**src/rtl/ysyx_24080018_pkg.sv**
```systemverilog
// Shared definitions for the ysyx_24080018 instruction fetch slice:
// default reset PC, datapath width and the fetch FSM state encoding.
package ysyx_24080018_pkg;

  localparam int          INST_W_DEFAULT   = 32;
  localparam logic [31:0] RESET_PC_DEFAULT = 32'h8000_0000;

  typedef enum logic [1:0] {
    ST_REQ  = 2'd0,
    ST_WAIT = 2'd1,
    ST_HOLD = 2'd2
  } fetch_state_e;

endpackage

```
**src/rtl/ysyx_24080018_pc_reg.sv**
```systemverilog
// Program counter register with its next-PC selection:
// a word-aligned redirect target wins over the sequential pc+4 step.
module ysyx_24080018_pc_reg
  import ysyx_24080018_pkg::*;
#(
  parameter int              INST_W   = INST_W_DEFAULT,
  parameter logic [INST_W-1:0] RESET_PC = RESET_PC_DEFAULT
) (
  input  logic              clk,
  input  logic              rst,
  input  logic              advance,
  input  logic              redirect_valid,
  input  logic [INST_W-1:0] redirect_pc,
  output logic [INST_W-1:0] pc
);

  logic [INST_W-1:0] pc_r;
  logic [INST_W-1:0] pc_next_s;

  // Next-PC selection; the low two redirect bits are forced to zero.
  always_comb begin
    pc_next_s = pc_r;
    if (redirect_valid) begin
      pc_next_s = redirect_pc & ~INST_W'(32'd3);
    end else if (advance) begin
      pc_next_s = pc_r + INST_W'(32'd4);
    end else begin
      pc_next_s = pc_r;
    end
  end

  // PC state register.
  always_ff @(posedge clk or posedge rst) begin
    if (rst) begin
      pc_r <= RESET_PC;
    end else begin
      pc_r <= pc_next_s;
    end
  end

  assign pc = pc_r;

endmodule

```
**src/rtl/ysyx_24080018_fetch.sv**
```systemverilog
// Instruction fetch stage: one outstanding memory read at a time, a held
// output instruction for decode, and redirects that squash in-flight fetches.
module ysyx_24080018_fetch
  import ysyx_24080018_pkg::*;
#(
  parameter int                INST_W   = INST_W_DEFAULT,
  parameter logic [INST_W-1:0] RESET_PC = RESET_PC_DEFAULT
) (
  input  logic              clk,
  input  logic              rst,
  output logic              req_valid,
  output logic [INST_W-1:0] req_addr,
  input  logic              req_ready,
  input  logic              resp_valid,
  input  logic [INST_W-1:0] resp_data,
  output logic              ins_valid,
  input  logic              ins_ready,
  output logic [INST_W-1:0] ins,
  output logic [INST_W-1:0] ins_pc,
  input  logic              redirect_valid,
  input  logic [INST_W-1:0] redirect_pc
);

  fetch_state_e      state_r;
  fetch_state_e      state_next_s;
  logic              drop_r;
  logic              drop_next_s;
  logic              capture_s;
  logic              accept_s;
  logic [INST_W-1:0] pc_s;
  logic              ins_valid_r;
  logic [INST_W-1:0] ins_r;
  logic [INST_W-1:0] ins_pc_r;

  ysyx_24080018_pc_reg #(
    .INST_W   (INST_W),
    .RESET_PC (RESET_PC)
  ) u_pc_reg (
    .clk            (clk),
    .rst            (rst),
    .advance        (capture_s),
    .redirect_valid (redirect_valid),
    .redirect_pc    (redirect_pc),
    .pc             (pc_s)
  );

  assign req_valid = (state_r == ST_REQ) && !rst;
  assign req_addr  = pc_s;
  assign accept_s  = req_valid && req_ready;

  // Next-state, drop-flag and capture decisions; redirect outranks all else.
  always_comb begin
    state_next_s = state_r;
    drop_next_s  = drop_r;
    capture_s    = 1'b0;
    case (state_r)
      ST_REQ: begin
        if (accept_s) begin
          state_next_s = ST_WAIT;
          drop_next_s  = redirect_valid;
        end else begin
          state_next_s = ST_REQ;
          drop_next_s  = 1'b0;
        end
      end
      ST_WAIT: begin
        if (redirect_valid) begin
          state_next_s = resp_valid ? ST_REQ : ST_WAIT;
          drop_next_s  = !resp_valid;
        end else if (resp_valid) begin
          if (drop_r) begin
            state_next_s = ST_REQ;
            drop_next_s  = 1'b0;
          end else begin
            state_next_s = ST_HOLD;
            capture_s    = 1'b1;
          end
        end else begin
          state_next_s = ST_WAIT;
        end
      end
      ST_HOLD: begin
        if (redirect_valid || ins_ready) begin
          state_next_s = ST_REQ;
        end else begin
          state_next_s = ST_HOLD;
        end
      end
      default: begin
        state_next_s = ST_REQ;
        drop_next_s  = 1'b0;
      end
    endcase
  end

  // FSM state and drop flag registers.
  always_ff @(posedge clk or posedge rst) begin
    if (rst) begin
      state_r <= ST_REQ;
      drop_r  <= 1'b0;
    end else begin
      state_r <= state_next_s;
      drop_r  <= drop_next_s;
    end
  end

  // Output instruction register toward decode.
  always_ff @(posedge clk or posedge rst) begin
    if (rst) begin
      ins_valid_r <= 1'b0;
      ins_r       <= '0;
      ins_pc_r    <= '0;
    end else begin
      ins_valid_r <= (state_next_s == ST_HOLD);
      if (capture_s) begin
        ins_r    <= resp_data;
        ins_pc_r <= pc_s;
      end
    end
  end

  assign ins_valid = ins_valid_r;
  assign ins       = ins_r;
  assign ins_pc    = ins_pc_r;

endmodule

```
**config.mk**
```make
export PLATFORM = sky130hd
export DESIGN_NAME = ysyx_24080018_fetch
export DESIGN_NICKNAME = d
export VERILOG_FILES = /design/src/rtl/ysyx_24080018_pkg.sv /design/src/rtl/ysyx_24080018_pc_reg.sv /design/src/rtl/ysyx_24080018_fetch.sv
export SDC_FILE = /design/constraint.sdc
export NUM_CORES = 1
export LEC_CHECK = 0
export ABC_AREA = 0
export CAP_MARGIN = 15
export CORE_UTILIZATION = 45
export DETAILED_ROUTE_END_ITERATION = 10
export HOLD_SLACK_MARGIN = 0.06
export PLACE_DENSITY = 0.82
export SYNTH_ARGS = -nofsm -noshare
export SYNTH_HDL_FRONTEND = slang
export SYNTH_SLANG_ARGS = --single-unit
```
**constraint.sdc**
```tcl
create_clock -name clk -period 6.88 [get_ports clk]
set_input_delay 0.688 -clock clk [delete_from_list [all_inputs] [get_ports clk]]
set_output_delay 0.688 -clock clk [all_outputs]
set_load 0.01 [all_outputs]
```
* Yosys cells after proc, flatten, opt, wreduce, memory -nomap -nowiden
Index checks and enable logic that the tools add are counted.
Storage, ports and cells: input port bits 70, logic and storage cells 37, flip-flop bits (word level) 100
Cells by class: reduce and logical (&&, ||, !) cells 8, equality and inequality tests 4, bitwise operators 1, muxes and demuxes 17, add/sub/neg operators 1
Operators by type and width (number):
- 2-to-1 mux 32 bit | 2
- adder 32 x 3 -> 32 bit (second input constant) | 1
- 2-to-1 mux 1 bit | 9
- 2-to-1 mux 2 bit | 4
- case mux 2 bit (3 select lines) | 1
- == test 2 bit (second input constant) | 2
- != test 3 bit (second input constant) | 1
- case mux 1 bit (3 select lines) | 1
- == test 2 x 1 -> 1 bit (second input constant) | 1
- logical AND 1 bit | 2
- logical NOT 1 bit | 2
- logical NOT 2 bit | 1
- AND reduction 2 bit | 1
- nonzero test 2 bit | 1
- logical OR 1 bit | 1
- NOT 1 bit | 1

* Longest topological paths before layout
Gate-level depths: netlist of the first run.
depth after elaboration 6, depth in mapped cells 6, mapped depth without buffers 5

* Modules after synthesis
A second synthesis of the first run with hierarchy kept.
Second synthesis, totals: cells, all modules 352, area total of the unflattened synthesis 4643.2 um^2
By module, submodules not included:
- ysyx_24080018_fetch | seq. area each 1701.6 um^2, instances 1, area an instance 2854.0 um^2, cells each 155
- ysyx_24080018_pc_reg | seq. area each 752.0 um^2, instances 1, area an instance 1789.2 um^2, cells each 197

* Least setup slack after synthesis of the first run
No wires, ideal clock.
kind input to register, start input port resp_valid, end register u_pc_reg.pc_r[21] (netlist: u_pc_reg.pc[21]), slack 4971 ps, stages 5, data required time 6798 ps, arrival 1827 ps, path through and4bb_4 nand4_4 buf_6 or4_1 a31oi_1
On the way: cells in the longest elaborated chain, start to end 4
Ends and longest elaborated chain:
- start: declaration | line ysyx_24080018_fetch.sv:14 | input logic resp_valid,
- 2-to-1 mux 1 bit | line ysyx_24080018_fetch.sv:70 | end else if (resp_valid) begin
- 2-to-1 mux 1 bit | line ysyx_24080018_fetch.sv:67 | if (redirect_valid) begin
- 2-to-1 mux 1 bit | line ysyx_24080018_fetch.sv:56 | case (state_r)
- nonzero test 2 bit (no source line)
- end signal: assignment | line ysyx_24080018_pc_reg.sv:37 | pc_r <= pc_next_s;
- end: declaration | line ysyx_24080018_pc_reg.sv:17 | logic [INST_W-1:0] pc_r;
Every way passes these cells. A chain may end at the register's enable or synchronous reset.

* Final worst setup path of the first run
start input port resp_valid, end register ins_pc_r[25] (netlist: ins_pc[25])
On the way: cells in the longest elaborated chain, start to end 3
Ends and longest elaborated chain:
- 2-to-1 mux 1 bit | line ysyx_24080018_fetch.sv:70
- 2-to-1 mux 1 bit | line ysyx_24080018_fetch.sv:67
- 2-to-1 mux 1 bit | line ysyx_24080018_fetch.sv:56
- end signal: assignment | line ysyx_24080018_fetch.sv:117 | ins_pc_r <= pc_s;
- end: declaration | line ysyx_24080018_fetch.sv:33 | logic [INST_W-1:0] ins_pc_r;
Every way passes these cells.

==> run metrics, run 1 <==
hpwl dp 7530 um; DRC 0; crit path capture type register; core area 9330 um2; CTS clk-pin slew, worst paths 0.08 ns; ratio of cells with drive above 1 in the final layout 0.166; Hold-fix buffers, CTS 0; Final period util 0.425; Post-CTS Setup Repair Bufs 0; syn_area_per_cell 11.9 um2; Area Growth Syn to Fin 43.7%; fin. max-slew vios 0; shortest period the worst path allows 2.92 ns; largest net degree at the start of global routing 74; clock sink total 96; Slew @ Worst Pin 0.911 ns; Initial Util 0.469; Design Power 2040 uW; Die Footprint 10100 um2; CTS tree yes; Die W 101 um; CTS resizes 0; CTS Buf Count 9; worst endpoint required time 7.11 ns; Lkg Pwr 0.00250 uW; post-synthesis register bit count 96; dominant synthesized flop cell dfrtp_1; count of non-filler cells in the finished layout 658; Rel. slew slack 0.392; DP Area 6070 um2; Yosys cell types 43; diode count 0; Port Buffers 161; drt initial violations 101; ys async rst share 1.00; H-tree depth 3; Clock Latency Late Sink 0.35 ns; root buffer cell clkbuf_8; Synth warnings 0; Post-synth EDFFs 0; Max Clk Rate 0.342 GHz; # IOs 168; placer's final routability congestion estimate 0.775; Cell Area, Synth 4380 um2; Seq/Total Area, Yosys 0.549; CP Data Arrival Time 3.15 ns; RSZ-0062 raised after global routing false; WHS 0.511 ns; Layout Nets 595; dpl cells 642; Final Hold Viols 0; status complete, no violations; Finished Cell Area 6290 um2; via count 3505; final WL 10500 um; ANT nets after route 0; leading cell types in the layout, fill and taps excluded 161 x clkdlybuf4s50_1, 95 x dfrtp_1, 62 x mux2_2; drt wl/cell 15.9 um; critical path class input port to register; vias in the first global route 3344; commonest non-fill, non-tap cell in the layout clkdlybuf4s50_1; cells after synthesis 368; Die Y-Extent 101 um; GRT overflow 0; Bufs on Longest Clock Path 2; via/cell ratio 5.33; Setup TNS Final 0 ns; CP Launch Type input port; MaxCap Viol Count 0; Initial DRT Pass Iterations 4; Total GRT Usage 0.209; Final setup viols 0; worst min-delay path category register to register; Final Skew 0.0120 ns; worst-path fanout max 39; antenna violations before repair 0; peak supply drop 0.177 mV; Filler Cell Count 739; Power Density 324 nW/um2; first-pass GRT wire length 16500 um; number of core rows 35
[area by class of cell]
class | instances | area (um2) | share of cell area
clock inverter | 6 | 91.3 | 0.0145
multi-input combinational | 244 | 1840 | 0.292
timing repair buffer | 164 | 1630 | 0.260
sequential | 96 | 2400 | 0.382
tap | 129 | 161 | 0.0257
clock buffer | 10 | 128 | 0.0203
inverter | 9 | 36.3 | 0.00577
[power breakdown]
part / total [uW] / switching (uW) / internal (uW)
Clock: 406 / 198 / 207
Combinational: 767 / 273 / 494
Sequential: 868 / 116 / 752
Total: 2040 / 587 / 1450
[critical path, cell delays in order]
cell and delay (ns):
clkdlybuf4s50_1 0.53, nand4bb_1 0.31, nor2_4 0.66, buf_4 0.54, mux2_2 0.39
[routing by layer]
| metal | vias to the layer above | track usage | part of all wire |
|---|---|---|---|
| met1 | 1715 | 0.271 | 0.43 |
| met2 | 126 | 0.348 | 0.50 |
| li1 | 1652 | - | - |
| met5 | - | 0 | 0 |
| met4 | 0 | 0.0647 | 0.012 |
| met3 | 12 | 0.0513 | 0.061 |
[path summary, 6_finish.rpt]
check,from,to,slack [ns],cells past startpoint
max in group asynchronous,rst,ins_pc[22],4.96,3
min,ins_pc[24],ins_pc[24],0.51,1
max reg2reg,state_r[1],ins_pc[25],4.29,4
min in group asynchronous,rst,ins[5],0.71,2
max,resp_valid,ins_pc[25],3.96,5
min reg2reg,ins_pc[24],ins_pc[24],0.51,1
[synthesized netlist by cell type (6+ instances only)]
cell      instances  share of area
dfrtp_1          95           0.54
mux2_2           62           0.16
nand2_1          22          0.019
nor2_1           18          0.015
o21ai_0          18          0.021
nand3_1          16          0.018
a31oi_1          15          0.021
or4_1            12          0.021
o31ai_1          10          0.017
nand4_1           9          0.013
and4_1            8          0.016
buf_2             8         0.0091
inv_1             8         0.0069
clkbuf_1          7         0.0060
buf_4             6          0.010
[cell families after synthesis]
logic type | Yosys count | synth area share
multiplexers | 63 | 0.162
buffers and inverters | 31 | 0.0357
flip-flops | 96 | 0.549
XOR/XNOR | 9 | 0.0180
adder cells (fa/ha/maj) | 1 | 0.00286
AO/OA/AOI/OAI | 53 | 0.0769
AND/OR/NAND/NOR | 114 | 0.155
other | 1 | 0.000857
[flip-flops by register name, indices dropped and copies added (netlist names)]
| name | count |
|---|---|
| ins | 32 |
| ins_pc | 30 |
| u_pc_reg.pc | 30 |
| state_r | 2 |
| drop_r | 1 |
| ins_valid | 1 |
[stage by stage]
stage	setup slack (ns)	util
global route	3.78	0.674
finish	3.96	0.674
detailed placement	3.57	0.651
CTS	3.93	0.674
floorplan	3.69	-
global placement	3.63	0.651
Note: power is estimated with default switching activity, not from simulation.
==> run 2: changes to the inputs <==
- CORE_UTILIZATION: 45 -> 44
- PLACE_DENSITY: 0.82 -> 0.8
- clock period: 6.88 -> 2.7 ns (I/O delays scaled with it)
==> run metrics, run 2 (synthesized netlist as in run 1, its figures left out) <==
Reg2Reg Depth 4 (unchanged); Setup TNS Final 0 ns (unchanged); DRC 0 (unchanged); clock sink total 96 (unchanged); number of core rows 36 (was 35); ANT nets after route 0 (unchanged); fin. max-slew vios 0 (unchanged); count of non-filler cells in the finished layout 667 (was 658); Layout Nets 600 (was 595); Slowest-stage cell, CP or4_1 (was nor2_4); diode count 0 (unchanged); r2r endpoint u_pc_reg.pc[26] (was ins_pc[25]); drt initial violations 152 (was 101); CTS tree yes (unchanged); Final period util 0.757; Max Clk Rate 0.489 GHz; Bufs on Longest Clock Path 2 (unchanged); Final WS setup 0.655 ns (was 3.96 ns); H-tree depth 3 (unchanged); WHS 0.383 ns (was 0.511 ns); first-pass GRT wire length 17000 um (was 16500 um); critical path class register to register (was input port to register); leading cell types in the layout, fill and taps excluded 161 x clkdlybuf4s50_1, 95 x dfrtp_1, 62 x mux2_2 (unchanged); worst path cell trace and4bb_4 -> nand4_1 -> or4_1 -> a31oi_1 (was clkdlybuf4s50_1 -> nand4bb_1 -> nor2_4 -> buf_4 -> mux2_2); root buffer cell clkbuf_8 (unchanged); Port Buffers 161 (unchanged); worst endpoint required time 2.98 ns (was 7.11 ns); shortest period the worst path allows 2.04 ns; CP Launch Type register (was input port); dpl ws 0.407 ns (was 3.57 ns); family with the most delay on the worst path simple AND/OR/NAND/NOR gates (was buffers and inverters); placer's final routability congestion estimate 0.754 (was 0.775); Initial Util 0.450 (was 0.469); GRT overflow 0 (unchanged); Power Density 796 nW/um2 (was 324 nW/um2); antenna violations before repair 0 (unchanged); ratio of cells with drive above 1 in the final layout 0.176 (was 0.166); CP bufs+invs 0 (was 2); CTS resizes 0 (unchanged); vias in the first global route 3479 (was 3344); CP Data Arrival Time 2.32 ns (was 3.15 ns); Slowest Stage Delay on Critical Path 0.55 ns (was 0.66 ns); Reg2Reg Setup Slack 0.66 ns (was 4.29 ns); CTS Buf Count 9 (unchanged); via count 3554 (was 3505); worst min-delay path category input port to asynchronous set/reset pin (was register to register); commonest non-fill, non-tap cell in the layout clkdlybuf4s50_1 (unchanged); via/cell ratio 5.33 (about the same); dpl cells 651 (was 642); Final setup viols 0 (unchanged); worst-path fanout max 14 (was 39); CTS clk-pin slew, worst paths 0.09 ns (was 0.08 ns); Die W 102 um (was 101 um); Lkg Pwr 0.00251 uW (was 0.00250 uW); # IOs 168 (unchanged); Post-CTS Setup Repair Bufs 0 (unchanged); final WL 10700 um (was 10500 um); hpwl dp 7890 um (was 7530 um); Die Y-Extent 102 um (was 101 um); Rel. slew slack 0.613 (was 0.392); RSZ-0062 raised after global routing false (unchanged); Initial DRT Pass Iterations 5 (was 4); status complete, no violations (unchanged); Die Footprint 10400 um2 (was 10100 um2); peak supply drop 0.487 mV (was 0.177 mV); crit path capture type register (unchanged); max reg flops 32 (unchanged); Clock Latency Late Sink 0.36 ns (was 0.35 ns); Total GRT Usage 0.214 (was 0.209); drt wl/cell 16.0 um (was 15.9 um); Final Skew 0.0107 ns (was 0.0120 ns); FF-to-FF Start state_r[1] (unchanged); Hold-fix buffers, CTS 0 (unchanged); MaxCap Viol Count 0 (unchanged); core area 9730 um2 (was 9330 um2); Final Hold Viols 0 (unchanged); largest net degree at the start of global routing 39 (was 74); Area Growth Syn to Fin 43.9% (was 43.7%); Slew @ Worst Pin 0.580 ns (was 0.911 ns)
-- run 2: stage by stage --
step | area (um2) | power, uW | utilization
floorplan | 4390 | 3000 | -
global placement | 6130 | 4150 | 0.630
detailed placement | 6130 | 4230 | 0.630
CTS | 6300 | 5080 | 0.647
global route | 6300 | 5310 | 0.647
finish | 6300 | 5010 | 0.647
-- run 2: power breakdown --
part	internal (uW)	leakage, uW	switching (uW)
clock network	337	0.0000935	504
registers	1920	0.00114	292
logic	1270	0.00127	698
-- run 2: cell type report --
cell class	count	area, um2
sequential	96	2400
clock inverter	7	46.3
tap	133	166
inverter	9	37.5
timing repair buffer	169	1680
clock buffer	9	124
fill	801	3430
multi-input combinational	244	1840
-- run 2: how the worst max path moves through the flow --
stage	start	end	slack, ns	depth (start not counted)
final	state_r[1]	u_pc_reg.pc[26]	0.66	4
after global routing	u_pc_reg.pc[4]	u_pc_reg.pc[25]	0.52	4
after CTS	state_r[1]	u_pc_reg.pc[26]	0.67	4
after detailed placement	resp_valid	u_pc_reg.pc[26]	0.41	5
after global placement	resp_valid	u_pc_reg.pc[28]	0.47	5
after floorplan	u_pc_reg.pc[13]	u_pc_reg.pc[21]	0.96	6
-- run 2: metal layers --
layer | GRT usage | part of all wire
met2 | 0.355 | 0.51
met5 | 0 | 0
met3 | 0.0483 | 0.055
met1 | 0.271 | 0.42
met4 | 0.0836 | 0.021
-- run 2: worst register-to-register path, cell delays in order (launching register included) --
cell      delay (ns)
dfrtp_1         0.46
and4bb_4        0.49
nand4_1         0.30
or4_1           0.55
a31oi_1         0.17
==> run 3: changes to the inputs <==
- CORE_UTILIZATION: 44 -> 40
- PLACE_DENSITY: 0.8 -> 0.77
- clock period: 2.7 -> 1.7 ns (I/O delays scaled with it)
==> run metrics, run 3 (synthesized netlist as in run 1, its figures left out) <==
status finished, violations left (was complete, no violations); failing checks setup timing; crit path capture type register (unchanged); fin. max-slew vios 0 (unchanged); largest net degree at the start of global routing 59 (was 39); Power Density 1230 nW/um2 (was 796 nW/um2); CP Launch Type register (unchanged); Initial DRT Pass Iterations 5 (unchanged); CTS tree yes (unchanged); Max Clk Rate 0.539 GHz (was 0.489 GHz); Bufs on Longest Clock Path 2 (unchanged); drt initial violations 190 (was 152); Reg2Reg Depth 5 (was 4); vias in the first global route 3832 (was 3479); MaxCap Viol Count 0 (unchanged); Total GRT Usage 0.218 (was 0.214); Die W 107 um (was 102 um); Clock Latency Late Sink 0.37 ns (was 0.36 ns); shortest period the worst path allows 1.86 ns (was 2.04 ns); RSZ-0062 raised after global routing true (was false); dpl cells 698 (was 651); Final Hold Viols 0 (unchanged); DRC 0 (unchanged); Setup crit end u_pc_reg.pc[16] (was u_pc_reg.pc[26]); Finished Cell Area 7190 um2 (was 6300 um2); via/cell ratio 5.35 (was 5.33); worst min-delay path category input port to register (was input port to asynchronous set/reset pin); H-tree depth 3 (unchanged); Reg2Reg Setup Slack -0.16 ns (was 0.66 ns); core area 10500 um2 (was 9730 um2); CP startpoint state_r[1] (unchanged); Hold-fix buffers, CTS 0 (unchanged); GRT overflow 0 (unchanged); CTS clk-pin slew, worst paths 0.09 ns (about the same); Die Y-Extent 107 um (was 102 um); Port Buffers 161 (unchanged); Initial Util 0.418 (was 0.450); Die Footprint 11400 um2 (was 10400 um2); leading cell types in the layout, fill and taps excluded 160 x clkdlybuf4s50_1, 94 x dfrtp_1, 57 x buf_4 (was 161 x clkdlybuf4s50_1, 95 x dfrtp_1, 62 x mux2_2); worst endpoint required time 2.00 ns (was 2.98 ns); count of non-filler cells in the finished layout 732 (was 667); Final period util 1.09 (was 0.757); antenna violations before repair 0 (unchanged); peak supply drop 0.681 mV (was 0.487 mV); Filler Cell Count 802 (was 801); Area Growth Syn to Fin 64.2% (was 43.9%); number of core rows 37 (was 36); Lkg Pwr 0.00301 uW (was 0.00251 uW); diode count 0 (unchanged); critical path class register to register (unchanged); FF-to-FF Start state_r[1] (unchanged); CTS Buf Count 9 (unchanged); commonest non-fill, non-tap cell in the layout clkdlybuf4s50_1 (unchanged); clock sink total 96 (unchanged); Final WS setup -0.157 ns (was 0.655 ns); via count 3915 (was 3554); WHS 0.352 ns (was 0.383 ns); DP Area 6500 um2 (was 6130 um2); drt wl/cell 17.6 um (was 16.0 um); r2r endpoint u_pc_reg.pc[16] (was u_pc_reg.pc[26]); Final setup viols 24 (was 0); root buffer cell clkbuf_8 (unchanged); first-pass GRT wire length 19100 um (was 17000 um); final WL 12900 um (was 10700 um); placer's final routability congestion estimate 0.811 (was 0.754); Layout Nets 662 (was 600); worst-path fanout max 7 (was 14); Final Skew 0.0102 ns (was 0.0107 ns); max reg flops 32 (unchanged); ratio of cells with drive above 1 in the final layout 0.279 (was 0.176); ANT nets after route 0 (unchanged); # IOs 168 (unchanged); hpwl dp 8620 um (was 7890 um); CP Data Arrival Time 2.16 ns (was 2.32 ns)
-- run 3: area by class of cell --
type | instances | area [um2] | area share
inverters | 9 | 37.5 | 0.00522
repair buffers | 231 | 2300 | 0.320
multi-input cells | 244 | 2070 | 0.289
flip-flops and latches | 96 | 2400 | 0.334
clock buffers | 12 | 135 | 0.0188
well taps | 136 | 170 | 0.0237
clock inverters | 4 | 70.1 | 0.00975
-- run 3: worst min-delay path by stage --
stage / slack [ns] / endpoint / from / cells past startpoint
2_1_floorplan: 0.29 / u_pc_reg.pc[31] / redirect_pc[31] / 2
3_3_place_gp: 0.49 / ins[22] / ins[22] / 1
3_5_place_dp: 0.50 / ins_pc[23] / ins_pc[23] / 1
4_1_cts: 0.34 / u_pc_reg.pc[7] / redirect_pc[7] / 3
5_1_grt: 0.38 / u_pc_reg.pc[6] / redirect_pc[6] / 3
6_report: 0.35 / u_pc_reg.pc[7] / redirect_pc[7] / 3
-- run 3: stage by stage --
stage / util / TNS [ns] / power [uW] / setup WS (ns)
finish: 0.687 / -1.14 / 8840 / -0.157
global route: 0.687 / -2.99 / 9270 / -0.212
CTS: 0.655 / -1.29 / 8530 / -0.0797
detailed placement: 0.621 / -14.31 / 6880 / -0.277
global placement: 0.621 / -12.09 / 6740 / -0.252
floorplan: - / -0.0149 / 4770 / -0.0149
-- run 3: worst max-delay path, stage by stage (launching register included) --
cell      delay, ns
dfrtp_1        0.40
and4bb_4       0.41
buf_4          0.15
nand4_1        0.17
or4_1          0.55
nand3_1        0.11
-- run 3: metal layers --
layer,wire length (um),track usage,up-vias
li1,-,-,1793
met5,0,0,-
met3,726,0.0444,21
met2,6430,0.376,150
met4,270,0.0861,0
met1,5490,0.267,1951
-- run 3: what timing repair did --
item | 4_1_cts | 5_1_grt
endpoints found under the setup margin | 17 | 82
setup buffers | 7 | 6
gates cloned | 2 | 3
gates resized for setup | 7 | 68
pin swaps | 8 | 10
-- run 3: power by group --
part	total [uW]	switching (uW)	internal (uW)	leakage, uW
combinational	3750	1310	2440	0.00176
clock	1620	795	827	0.000104
sequential	3470	429	3050	0.00114
total	8840	2530	6310	0.00301
